$ cat src/rtl/ml_controller.sv
// Multi-cycle controller: sequences fetch/decode/execute and drives datapath enables.
// Ports: clk, reset (async high), cond/op/funct/sh/alu_flags in; datapath controls, state out. Option: ML_CTRL_LINK_EN.
module ml_controller (
  input  logic       clk,
  input  logic       reset,
  input  logic [3:0] cond,
  input  logic [1:0] op,
  input  logic [5:0] funct,
  input  logic [2:0] sh,
  input  logic [3:0] alu_flags,
  output logic       adr_source,
  output logic       mem_Write,
  output logic       ir_Write,
  output logic       reg_Write,
  output logic       pc_Write,
  output logic       alu_srcA,
  output logic [2:0] alu_control,
  output logic [1:0] alu_srcB,
  output logic [1:0] imm_src,
  output logic [3:0] RegSrc,
  output logic [1:0] result_src,
  output logic [2:0] shft_op,
  output logic [3:0] state
);

  typedef enum logic [3:0] {
    S_FETCH  = 4'd0,
    S_DECODE = 4'd1,
    S_MEMADR = 4'd2,
    S_MEMRD  = 4'd3,
    S_MEMWB  = 4'd4,
    S_MEMWR  = 4'd5,
    S_EXECR  = 4'd6,
    S_EXECI  = 4'd7,
    S_ALUWB  = 4'd8,
    S_BRANCH = 4'd9,
    S_LINK   = 4'd10
  } state_t;

  state_t     r_state;
  state_t     w_next;
  logic [3:0] r_flags;
  logic       r_condex;
  logic       w_condex;
  logic [3:0] w_cmd;
  logic       w_cmp;
  logic       w_exec;
  logic [2:0] w_alu_cmd;
  logic       w_mem_we;
  logic       w_ir_we;
  logic       w_reg_we;
  logic       w_pc_we;

  assign w_cmd  = funct[4:1];
  assign w_cmp  = (w_cmd == 4'b1010);
  assign w_exec = (r_state == S_EXECR) ||
                  (r_state == S_EXECI);

  // flags are {N,Z,C,V}
  always_comb begin
    w_condex = 1'b0;
    case (cond)
      4'b1110: w_condex = 1'b1;
      4'b0000: w_condex = r_flags[2];
      4'b0001: w_condex = ~r_flags[2];
      4'b1010: w_condex = (r_flags[3] == r_flags[0]);
      4'b1011: w_condex = (r_flags[3] != r_flags[0]);
      default: w_condex = 1'b0;
    endcase
  end

  always_comb begin
    w_alu_cmd = 3'b000;
    case (w_cmd)
      4'b0100: w_alu_cmd = 3'b000;
      4'b0010: w_alu_cmd = 3'b001;
      4'b0000: w_alu_cmd = 3'b010;
      4'b1100: w_alu_cmd = 3'b011;
      4'b1010: w_alu_cmd = 3'b001;
      4'b1101: w_alu_cmd = 3'b100;
      default: w_alu_cmd = 3'b000;
    endcase
  end

  always_ff @(posedge clk or posedge reset) begin
    if (reset) begin
      r_state  <= S_FETCH;
      r_flags  <= 4'b0000;
      r_condex <= 1'b0;
    end else begin
      r_state <= w_next;
      if (r_state == S_DECODE)
        r_condex <= w_condex;
      // compares always set flags, other ops only when S is set
      if (w_exec && r_condex && (funct[0] || w_cmp))
        r_flags <= alu_flags;
    end
  end

  always_comb begin
    w_next      = S_FETCH;
    adr_source  = 1'b0;
    w_mem_we    = 1'b0;
    w_ir_we     = 1'b0;
    w_reg_we    = 1'b0;
    w_pc_we     = 1'b0;
    alu_srcA    = 1'b0;
    alu_control = 3'b000;
    alu_srcB    = 2'b00;
    imm_src     = op;
    RegSrc      = 4'b0000;
    result_src  = 2'b00;
    shft_op     = 3'b000;
    case (r_state)
      S_FETCH: begin
        w_ir_we    = 1'b1;
        alu_srcA   = 1'b1;
        alu_srcB   = 2'b10;
        result_src = 2'b10;
        w_pc_we    = 1'b1;
        w_next     = S_DECODE;
      end
      S_DECODE: begin
        case (op)
          2'b01:   w_next = S_MEMADR;
          2'b00:   w_next = funct[5] ? S_EXECI : S_EXECR;
          2'b10:   w_next = S_BRANCH;
          default: w_next = S_FETCH;
        endcase
      end
      S_MEMADR: begin
        alu_srcB = 2'b01;
        w_next   = funct[0] ? S_MEMRD : S_MEMWR;
      end
      S_MEMRD: begin
        adr_source = 1'b1;
        w_next     = S_MEMWB;
      end
      S_MEMWB: begin
        result_src = 2'b01;
        w_reg_we   = r_condex;
      end
      S_MEMWR: begin
        adr_source = 1'b1;
        RegSrc     = 4'b0010;
        w_mem_we   = r_condex;
      end
      S_EXECR: begin
        alu_control = w_alu_cmd;
        shft_op     = sh;
        w_next      = S_ALUWB;
      end
      S_EXECI: begin
        alu_srcB    = 2'b01;
        alu_control = w_alu_cmd;
        w_next      = S_ALUWB;
      end
      S_ALUWB: begin
        w_reg_we = r_condex && !w_cmp;
      end
      S_BRANCH: begin
        RegSrc     = 4'b0001;
        alu_srcA   = 1'b1;
        alu_srcB   = 2'b01;
        result_src = 2'b10;
        w_pc_we    = r_condex;
`ifdef ML_CTRL_LINK_EN
        w_next     = funct[4] ? S_LINK : S_FETCH;
`else
        w_next     = S_FETCH;
`endif
      end
`ifdef ML_CTRL_LINK_EN
      S_LINK: begin
        RegSrc     = 4'b1100;
        result_src = 2'b00;
        w_reg_we   = r_condex;
      end
`endif
      default: w_next = S_FETCH;
    endcase
  end

  // FETCH is held during reset; its enables must not leak out
  assign mem_Write = w_mem_we & ~reset;
  assign ir_Write  = w_ir_we  & ~reset;
  assign reg_Write = w_reg_we & ~reset;
  assign pc_Write  = w_pc_we  & ~reset;
  assign state     = r_state;

endmodule

$ cat config.mk
export PLATFORM = sky130hd
export DESIGN_NAME = ml_controller
export DESIGN_NICKNAME = d
export VERILOG_FILES = /design/src/rtl/ml_controller.sv
export SDC_FILE = /design/constraint.sdc
export NUM_CORES = 1
export LEC_CHECK = 0
export CORE_MARGIN = 1.5
export CORE_UTILIZATION = 28
export CTS_CLUSTER_SIZE = 25
export DETAILED_ROUTE_END_ITERATION = 10
export GPL_ROUTABILITY_DRIVEN = 0
export PLACE_DENSITY = 0.72
export SETUP_SLACK_MARGIN = 0.2
export SLEW_MARGIN = 10
export SYNTH_ARGS = -nofsm -noshare
export SYNTH_HDL_FRONTEND = slang
export SYNTH_SLANG_ARGS = --single-unit
export TNS_END_PERCENT = 30
$ cat constraint.sdc
create_clock -name clk -period 1.55 [get_ports clk]
set_input_delay 0.465 -clock clk [delete_from_list [all_inputs] [get_ports clk]]
set_output_delay 0.465 -clock clk [all_outputs]
set_load 0.05 [all_outputs]
==> results.txt <==
Status -> complete, but fails checks
Failing checks -> negative setup slack
Max Cap Viol -> 0
Fin. Hold Viols -> 0
Fmax -> 0.514 GHz
Initial Util -> 29.8%
Die width -> 54.4 um
Die area -> 2960 um^2
Number of detailed-route iterations in the first pass -> 4
Synth area leaders -> dfrtp_1 27%, mux2_4 6.1%, buf_4 5.1%, nor2_1 4.6%, nor3_1 4.1%
Pwr/cell area -> 1880 nW/um^2
Synthesized instance count -> 88
R2R Setup Slk -> 0.07 ns
Layout cells sized above 1 -> 65.8%
Die height -> 54.4 um
Slowest cell on crit path -> dfrtp_2
CTS tree -> yes
Per-cell routed wire length -> 14.6 um
Vias -> 929
Endpoints failing setup -> 19
Final min period -> 1.94 ns
Final nets -> 180
Most frequent cells after synthesis -> 9 x nor2_1, 8 x dfrtp_1, 6 x nand2_1, 6 x nor3_1, 6 x o21ai_0
Final worst setup slack -> -0.394 ns
Clk pwr share -> 4.6%
Final routed DRC violation total -> 0
Top-count cell post-synth -> nor2_1
WS Path Type -> reg2out
Netlist cell types -> 33
Hold-fix buffers, CTS -> 0
Dominant synthesized flop cell -> dfrtp_1
Synth top area share -> 27.1%
Mapped Avg Cell Area -> 8.40 um^2
Post-DRT Antenna Nets -> 0
Floorplan row count -> 18
HPWL after detailed placement -> 2120 um
Clock-pin slew on the worst setup and hold paths -> 0.06 ns
Period utilisation layout -> 125%
Critical Path RT -> 1.08 ns
WP buf/inv -> 1
Global-route wire length before repair -> 4330 um
Crit-path cells -> and2b_2, nand2_4, nor4_4, buf_12
Unrepaired setup endpoints after global routing -> yes
Final wirelength -> 2740 um
Yosys warnings -> 0
Slew Limit Fails -> 0
Worst skew pair latency -> 0.25 ns
Cell taking the most area after synthesis -> dfrtp_1
Mapped Area -> 739 um^2
IO Port Bufs -> 43
Sequential fraction of design power -> 12.1%
Crit path launch type -> flip-flop
Root Buffer -> clkbuf_4
Post-layout instance area -> 1890 um^2
Max VDD drop -> 2.06 mV
Diode count -> 0
NetSw -> 0.00174 W
HP Class -> in2async
Starting DRT DRC Count -> 8
Comb power frac -> 83.3%
CP peak stage delay -> 0.43 ns
CP endpoint kind -> output pin
Core Util, Final -> 76.1%
Synth async-reset ratio -> 100%
TritonCTS Buffers -> 3
P_int -> 0.00180 W
Synthesized flop and latch total -> 8
Avg Vias per Cell -> 4.94
Initial antenna violation count -> 0
CTS max path bufs -> 2
Final Skew -> 0.00507 ns
Vias in the first global route -> 954
Worst-path maximum fanout -> 5
Critical Path AT -> 1.48 ns
Area post-placement -> 1770 um^2
Total grt overflow -> 0
Leak -> 0.821 nW
Overall Global Routing Usage -> 20.6%
H-tree levels -> 1
Register area share after synthesis -> 27.1%
CP delay by family, top -> simple AND/OR/NAND/NOR gates
Layout area overhead -> 155%
Boundary Pins -> 47
Largest net degree at the start of global routing -> 10
Fill cells -> 152
Clock sinks -> 8
EDFF count, synth -> 0
Placeable core area -> 2480 um^2
Sw Share -> 49.1%
## final cells by class
type	count	area [um^2]	area share [%]
tap	30	37.5	1.99
clock buffer	4	26.3	1.39
timing repair buffer	75	915	48.5
multi-input combinational	67	687	36.4
inverter	4	15.0	0.796
sequential	8	205	10.9
## through the flow
stage / power (W) / setup slack (ns) / instances / TNS [ns] / hold WS (ns)
after floorplan: 0.00193 / -0.606 / 89 / -8.20 / 0.288
after global placement: 0.00315 / -0.760 / 180 / -6.44 / 0.522
after detailed placement: 0.00321 / -0.841 / 180 / -7.02 / 0.522
after CTS: 0.00353 / -0.385 / 187 / -5.90 / 0.364
after global routing: 0.00371 / -0.453 / 188 / -7.18 / 0.371
final: 0.00354 / -0.394 / 188 / -5.80 / 0.373
## power groups by stage
stage | Clock, W | Sequential, W | Combinational, W
after floorplan | 0 | 0.000493 | 0.00144
after global placement | 0 | 0.000395 | 0.00275
after detailed placement | 0 | 0.000404 | 0.00281
after CTS | 0.000174 | 0.000418 | 0.00294
after global routing | 0.000198 | 0.000438 | 0.00307
final | 0.000164 | 0.000428 | 0.00295
## placed cells by master, fill, tap and decap left out, drive strengths merged, types with 2 or more instances in the layout
master	netlist	routed
conb	1	2
dlygate4sd2	0	4
a21oi	3	3
dfrtp	8	8
nor4	4	4
xnor2	2	2
nor3	6	6
inv	4	4
nand2	6	6
clkdlybuf4s50	0	9
buf	10	60
nor4b	2	2
nor2	9	9
and2	3	3
mux2	4	4
xor2	2	2
nand2b	4	4
clkbuf	0	5
o21ai	6	6
nor3b	2	2
## repair_timing
| action | CTS | global route |
|---|---|---|
| pin swaps | 10 | 5 |
| buffers inserted | 3 | 1 |
| endpoints found under the setup margin | 29 | 28 |
| resized for setup | 49 | 3 |
## sequential cells by signal, summed over array words and instances, names as in the netlist
name / cells
r_condex: 1
r_flags: 3
state: 4
## layer usage
metal | GRT usage, % | part of all wire, % | vias up | wire [um]
met5 | 0 | 0 | - | 0
met4 | 8.33 | 0.98 | 0 | 27
met3 | 2.73 | 6.6 | 2 | 181
met2 | 41.0 | 56 | 32 | 1540
met1 | 21.0 | 36 | 449 | 991
li1 | - | - | 446 | -
## path summary, 6_finish.rpt
kind,from,endpoint,cells past startpoint
setup / recovery,state[3],alu_control[1],4
max in group asynchronous,reset,state[1],3
setup reg to reg,state[3],r_flags[2],5
hold reg to reg,r_flags[3],r_flags[3],1
min in group clk,r_flags[3],r_flags[3],1
hold / removal,reset,state[2],3
## logic make-up (layout without fill, tap and decap cells)
| group | after synthesis | in the layout | share of synthesized area [%] |
|---|---|---|---|
| other cells | 1 | 2 | 0.507 |
| simple gates | 41 | 41 | 31.5 |
| flops | 8 | 8 | 27.1 |
| buf+inv | 14 | 83 | 11.3 |
| mux | 4 | 4 | 7.61 |
| xor+xnor | 4 | 4 | 4.74 |
| compound gates | 16 | 16 | 17.3 |
## worst register-to-register path, stage by stage (launching register included)
cell	delay [ns]
dfrtp_2	0.43
and2b_2	0.26
buf_4	0.11
buf_4	0.10
o2111ai_4	0.13
mux2_4	0.33
No activity file was read; power rests on OpenSTA's default activity.
